`src/rtl/boton_pkg.sv`:
```
// Shared types and default timing constants
// for the push-button conditioner.
package boton_pkg;

   typedef enum logic [1:0] {
      IDLE  = 2'd0,
      PRESS = 2'd1,
      LONG  = 2'd2,
      FIRE  = 2'd3
   } state_t;

   localparam int MIN_TIME_DEF        = 500;
   localparam int TIME_ANTIREBOTE_DEF = 10;

endpackage

```
`src/rtl/boton_antirebote.sv`:
```
// Two-flop synchroniser plus debounce filter:
// the level follows the input only after it has been stable for the window.
module boton_antirebote
   import boton_pkg::*;
#(
   parameter int TIME_ANTIREBOTE = TIME_ANTIREBOTE_DEF
) (
   input  logic clk,
   input  logic rst,
   input  logic btn_in,
   output logic btn_deb
);

   localparam int DW = $clog2(TIME_ANTIREBOTE + 1);
   localparam logic [DW-1:0] DLAST = DW'(TIME_ANTIREBOTE - 1);

   logic          s1;
   logic          sync;
   logic [DW-1:0] dcnt;

   always_ff @(posedge clk) begin
      if (rst) begin
         s1      <= 1'b0;
         sync    <= 1'b0;
         btn_deb <= 1'b0;
         dcnt    <= '0;
      end else begin
         s1   <= btn_in;
         sync <= s1;
         // any return to the current level restarts the window
         if (sync == btn_deb) begin
            dcnt <= '0;
         end else if (dcnt == DLAST) begin
            btn_deb <= sync;
            dcnt    <= '0;
         end else begin
            dcnt <= dcnt + 1'b1;
         end
      end
   end

endmodule

```
`src/rtl/boton.sv`:
```
// Long-press detector: one registered pulse on release of a
// debounced press that lasted at least MIN_TIME cycles.
module boton
   import boton_pkg::*;
#(
   parameter int MIN_TIME        = MIN_TIME_DEF,
   parameter int TIME_ANTIREBOTE = TIME_ANTIREBOTE_DEF
) (
   input  logic clk,
   input  logic rst,
   input  logic btn_in,
   output logic btn_out
);

   localparam int HW = $clog2(MIN_TIME + 1);
   localparam logic [HW-1:0] HMAX  = HW'(MIN_TIME);
   localparam logic [HW-1:0] HLAST = HW'(MIN_TIME - 1);
   localparam logic [HW-1:0] HONE  = HW'(1);

   logic          deb;
   logic [HW-1:0] hcnt;
   state_t        state;

   boton_antirebote #(
      .TIME_ANTIREBOTE(TIME_ANTIREBOTE)
   ) u_deb (
      .clk    (clk),
      .rst    (rst),
      .btn_in (btn_in),
      .btn_deb(deb)
   );

   always_ff @(posedge clk) begin
      if (rst) begin
         state   <= IDLE;
         hcnt    <= '0;
         btn_out <= 1'b0;
      end else begin
         btn_out <= 1'b0;
         unique case (state)
            IDLE: begin
               hcnt <= '0;
               // the rising cycle already counts toward the hold
               if (deb) begin
                  hcnt  <= HONE;
                  state <= (MIN_TIME == 1) ? LONG : PRESS;
               end
            end
            PRESS: begin
               if (!deb) begin
                  state <= IDLE;
                  hcnt  <= '0;
               end else begin
                  hcnt <= hcnt + 1'b1;
                  if (hcnt == HLAST) state <= LONG;
               end
            end
            LONG: begin
               if (deb && hcnt != HMAX) hcnt <= hcnt + 1'b1;
               if (!deb) begin
                  state   <= FIRE;
                  btn_out <= 1'b1;
               end
            end
            FIRE: begin
               state <= IDLE;
               hcnt  <= '0;
            end
         endcase
      end
   end

endmodule

```
`config.mk`:
```
export PLATFORM = sky130hd
export DESIGN_NAME = boton
export DESIGN_NICKNAME = d
export VERILOG_FILES = /design/src/rtl/boton_pkg.sv /design/src/rtl/boton_antirebote.sv /design/src/rtl/boton.sv
export SDC_FILE = /design/constraint.sdc
export NUM_CORES = 1
export LEC_CHECK = 0
export ABC_CLOCK_PERIOD_IN_PS = 2700
export CAP_MARGIN = 0
export CELL_PAD_IN_SITES_DETAIL_PLACEMENT = 0
export CELL_PAD_IN_SITES_GLOBAL_PLACEMENT = 2
export CORE_MARGIN = 10
export CORE_UTILIZATION = 25
export CTS_BUF_LIST = sky130_fd_sc_hd__clkbuf_8
export CTS_CLUSTER_DIAMETER = 150
export DETAILED_ROUTE_END_ITERATION = 12
export MAX_ROUTING_LAYER = met4
export PLACE_DENSITY = 0.58
export SETUP_SLACK_MARGIN = 0.1
export SYNTH_ARGS = -nofsm -noshare
export SYNTH_HDL_FRONTEND = slang
export SYNTH_HIERARCHICAL = 1
export SYNTH_SLANG_ARGS = --single-unit
```
`constraint.sdc`:
```
create_clock -name clk -period 2.7 [get_ports clk]
set_input_delay 0.27 -clock clk [delete_from_list [all_inputs] [get_ports clk]]
set_output_delay 0.27 -clock clk [all_outputs]
set_load 0.005 [all_outputs]
```
==> metrics.txt, run 1 <==
HPWL after DPL=1510 um; hold crit path type=flip-flop to flip-flop; Cells after DPL=154; Final period util=65.0%; vias in the first global route=779; clk_skew=0.00489 ns; smallest hold slack=0.448 ns; Synth Net Count=112; Iter 0 DRT Violations=53; CTS tree=done; Setup-failing EPs final=0; Die W=82.4 um; min Tclk post-route=1.76 ns; Syn Std Cell Area=973 um^2; grt total ovfl=0; H-Tree Depth=1; total global-route track usage=7.15%; r2r endpoint=hcnt[5]; ANT cells=0; final WL=2050 um; RSZ-0062 raised after global routing=no; Initial Util=26.2%; IO Count=4; Req. time, crit path=2.85 ns; post-synthesis sequential area ratio=39.1%; clock sink total=19; initial antenna violation count=0; total of max-cap violations=0; crit path from=hcnt[0]; DRT Pass-1 Iters=4; count of cell types in the netlist=39; DRC=0; slew margin rel.=60.3%; die height=82.4 um; Mean Syn Cell Area=9.27 um^2; CP Launch Type=flip-flop; leakage=0.418 nW; reg-to-reg slack, setup=0.94 ns; WP data arrival=1.91 ns; max-slew violations=0; synth top area cells=dfxtp_1 (39%), ha_1 (5.1%), a21oi_1 (4.6%); synthesized instance count=105; vias after detailed routing=800; number of nets still failing antenna checks after routing=0; Least-Margin Pin Slew=0.595 ns; status=completed; Post-CTS Hold Fix Bufs=0; Finished Core Util=29.4%; I/O Buffers=3; Cell Count, Final, Fillers Out=158; WS Path Type=flip-flop to flip-flop; PwrDens=454 nW/um^2; CP Capture Type=flip-flop; Via density=5.06; post-synth top area share=39.1%; largest net degree at the start of global routing=17; Seq cells post-synth=19; reg2reg start=hcnt[0]; routed len/inst=13.0 um; Yosys warning total=6; top-count cell post-synth=dfxtp_1; FMAX=0.570 GHz; share of layout cells above drive strength 1=8.18%; GPL Wtd Cong=0.755; Primary FF master, synth=dfxtp_1; cts bufs inserted=3; crit path max fanout=14; number of cell rows=22; Post-synth ARST share=0%; crit path capture=hcnt[5]; total die area=6790 um^2; root buffer cell=clkbuf_8; Max clock buf depth=2; worst r2r path cells=6; # fillers=407; worst-skew pair later-pin latency=0.26 ns; Synth area leader=dfxtp_1; core area=3720 um^2; Post-synth EDFFs=0; first-pass GRT wire length=3720 um; Fin. Hold Viols=0; area growth from synthesis to layout=12.3%; clk slew on worst S/H paths=0.08 ns; CTS resizes=0; Worst VDD drop=0.212 mV; Setup TNS=0 ns; # Post-CTS Setup Buffers=0; top post-synthesis cells by count=dfxtp_1 (19), a21oi_1 (9), nor2_1 (8), inv_1 (6); final net count=118
## report_power, final
part | internal [W] | switching, W
registers | 0.000282 | 0.000000896
logic | 0.00000446 | 0.00000476
clock network | 0.000103 | 0.000102
total | 0.000389 | 0.000108
## critical path: stages, from the launching register on
cell and delay, ns:
dfxtp_1 0.38, inv_1 0.08, ha_1 0.15, nand4_1 0.11
o21ai_2 0.50, a2111oi_2 0.16, o221a_1 0.26
## cell families (layout without fill, tap and decap cells)
kind of cell	count (synthesis)	after routing	synth area share, %
simple gates	40	40	24.6
compound gates	29	29	22.5
flops	19	19	39.1
buf+inv	8	13	3.98
fa+ha+maj	4	4	5.14
xor+xnor	3	3	2.70
mux	2	2	2.06
## metal layers
metal | vias up | track usage, % | routed length (um)
met5 | - | - | 0
met4 | 0 | 2.55 | 38
met3 | 7 | 3.02 | 131
met2 | 27 | 11.4 | 972
met1 | 372 | 7.84 | 907
li1 | 394 | - | -
## state kept, by name, summed over array words and instances, names as in the netlist, named ones only
register / count
btn_out: 1
hcnt: 9
state: 1
u_deb/btn_deb: 1
u_deb/dcnt: 4
u_deb/s1: 1
u_deb/sync: 1
## cell type report
class                      count  area [um^2]  share of cell area [%]
timing repair buffer           3         30.0                    2.75
clock inverter                 1         5.00                   0.458
sequential                    19          380                    34.8
tap                           48         60.1                    5.49
inverter                       6         22.5                    2.06
multi-input combinational     78          554                    50.7
clock buffer                   3         41.3                    3.78
## cells in the final DEF, fill, tap and decap left out, types with 4 or more instances in the layout
cell,Yosys,final
nor2_1,8,8
dfxtp_1,19,19
nand2_1,5,5
a21oi_1,9,9
ha_1,4,4
inv_1,6,6
nand3_1,5,5
## worst min-delay path by stage
stage / start / end / slack (ns) / depth (start not counted)
finish: u_deb/s1 / u_deb/sync / 0.45 / 1
global route: u_deb/s1 / u_deb/sync / 0.45 / 1
CTS: u_deb/s1 / u_deb/sync / 0.44 / 1
detailed placement: u_deb/s1 / u_deb/sync / 0.43 / 1
global placement: u_deb/s1 / u_deb/sync / 0.42 / 1
floorplan: rst / u_deb/s1 / 0.34 / 1
## metrics by stage
step	cell area [um^2]	setup WS [ns]	total power [W]
6_report	1090	0.944	0.000497
5_1_grt	1090	0.808	0.000520
4_1_cts	1090	0.959	0.000505
3_3_place_gp	1050	0.895	0.000299
3_5_place_dp	1050	0.912	0.000299
2_1_floorplan	973	1.25	0.000293
(Power assumes the default switching activity.)
==> run 2, diff against run 1 <==
Settings changed: ABC_CLOCK_PERIOD_IN_PS 2700 to 1550, PLACE_DENSITY 0.58 to 0.6.
Clock period 2.7 ns to 1.55 ns, I/O delays scaled along.
==> metrics.txt, run 2 (synthesis results as in run 1) <==
clk_skew=0.00254 ns (was 0.00489 ns); GRT met3 Usage=2.05% (was 3.02%); Least-Margin Pin Slew=0.333 ns (was 0.595 ns); Via density=4.85 (was 5.06); commonest non-fill, non-tap cell in the layout=buf_4 (was dfxtp_1); Top Usage Layer GRT=met2 (unchanged); Biggest register=hcnt (unchanged); first-pass GRT wire length=3750 um (was 3720 um); total global-route track usage=7.24% (was 7.15%); IO Count=4 (unchanged); HPWL after DPL=1670 um (was 1510 um); smallest hold slack=0.432 ns (was 0.448 ns); Setup WS pre-CTS=-0.0764 ns (was 0.912 ns); max reg flops=9 (unchanged); total die area=6790 um^2 (unchanged); min Tclk post-route=1.49 ns (was 1.76 ns); largest net degree at the start of global routing=13 (was 17); post-route cell area=1310 um^2 (was 1090 um^2); GPL Wtd Cong=0.753 (was 0.755); WS Path Type=flip-flop to flip-flop (unchanged); cts bufs inserted=3 (unchanged); crit path max fanout=7 (was 14); status=completed (unchanged); total of max-cap violations=0 (unchanged); Worst VDD drop=0.260 mV (was 0.212 mV); share of layout cells above drive strength 1=29.7% (was 8.18%); number of nets still failing antenna checks after routing=0 (unchanged); vias after detailed routing=854 (was 800); met1 usage=8.17% (was 7.84%); FMAX=0.670 GHz (was 0.570 GHz); Max clock buf depth=2 (unchanged); Final period util=96.3% (was 65.0%); initial antenna violation count=0 (unchanged); grt total ovfl=0 (unchanged); worst-skew pair later-pin latency=0.27 ns (was 0.26 ns); hold crit path type=input pin to flip-flop (was flip-flop to flip-flop); routed len/inst=12.9 um (was 13.0 um); final net count=136 (was 118); slew margin rel.=77.8% (was 60.3%); RSZ-0062 raised after global routing=yes (was no); Fin. Hold Viols=0 (unchanged); CP Launch Type=flip-flop (unchanged); most frequent cells in the layout=buf_4 (17), dfxtp_1 (16), nor2_1 (8), a21oi_1 (7) (was dfxtp_1 (19), a21oi_1 (9), nor2_1 (8), inv_1 (6)); root buffer cell=clkbuf_8 (unchanged); core area=3720 um^2 (unchanged); WP data arrival=1.65 ns (was 1.91 ns); Worst Setup Slack, final=0.0581 ns (was 0.944 ns); PwrDens=677 nW/um^2 (was 454 nW/um^2); I/O Buffers=3 (unchanged); DRT Pass-1 Iters=4 (unchanged); Largest regs=hcnt: 9 flops, u_deb/dcnt: 4 flops (unchanged); Iter 0 DRT Violations=19 (was 53); number of cell rows=22 (unchanged); vias in the first global route=803 (was 779); Initial Util=26.2% (unchanged); ANT cells=0 (unchanged); H-Tree Depth=1 (unchanged); DRC=0 (unchanged); Req. time, crit path=1.71 ns (was 2.85 ns); clock sink total=19 (unchanged); leakage=0.529 nW (was 0.418 nW); Die W=82.4 um (unchanged); final WL=2280 um (was 2050 um); CP Capture Type=flip-flop (unchanged); CTS tree=done (unchanged); DP Area=1160 um^2 (was 1050 um^2); M2 GR Usage=11.7% (was 11.4%); area growth from synthesis to layout=34.1% (was 12.3%); Post-CTS Hold Fix Bufs=0 (unchanged); die height=82.4 um (unchanged); clk slew on worst S/H paths=0.08 ns (about the same); max-slew violations=0 (unchanged); Setup-failing EPs final=0 (unchanged)
run 2: timing repair:
action	4_1_cts	5_1_grt
endpoints found under the setup margin	10	10
gates resized for setup	11	7
cloned	1	0
pin swaps	5	8
setup buffers	1	1
hold endpoints to repair	0	0
run 2: cell type report:
class | instances | area (um^2)
fillers | 392 | 2410
clock inverters | 1 | 7.51
clock buffers | 3 | 41.3
flip-flops and latches | 19 | 387
multi-input cells | 79 | 629
repair buffers | 20 | 158
inverters | 6 | 22.5
well taps | 48 | 60.1
run 2: through the flow:
stage	power (W)	TNS, ns	instances	utilization, %
floorplan	0.000510	0	105	-
global placement	0.000522	-0.0789	169	31.2
detailed placement	0.000522	-0.197	169	31.2
CTS	0.000896	0	175	34.1
global route	0.000914	-0.0379	176	35.1
finish	0.000884	0	176	35.1
run 2: worst paths after layout:
| kind | from | end | slack, ns | cells past startpoint |
|---|---|---|---|---|
| setup / recovery | hcnt[1] | hcnt[5] | 0.06 | 6 |
| hold / removal | btn_in | u_deb/s1 | 0.43 | 2 |
| setup reg to reg | hcnt[1] | hcnt[5] | 0.06 | 6 |
| hold reg to reg | u_deb/s1 | u_deb/sync | 0.44 | 1 |
run 2: worst max-delay path, stage by stage (launching register included):
cell and delay, ns:
dfxtp_2 0.34, inv_2 0.06, ha_4 0.11, nand4_1 0.17, o21ai_4 0.31, a2111oi_4 0.12, o221a_1 0.25
run 2: power by group:
group / switching [W] / leakage (nW) / internal [W]
sequential: 0.00000164 / 0.155 / 0.000489
combinational: 0.00000850 / 0.352 / 0.00000937
clock: 0.000194 / 0.0217 / 0.000182
run 2: metal layers:
layer / part of all wire, % / vias to the layer above
met4: 1.5 / 0
met5: 0 / -
met1: 47 / 405
met3: 3.2 / 5
li1: - / 435
met2: 48 / 9
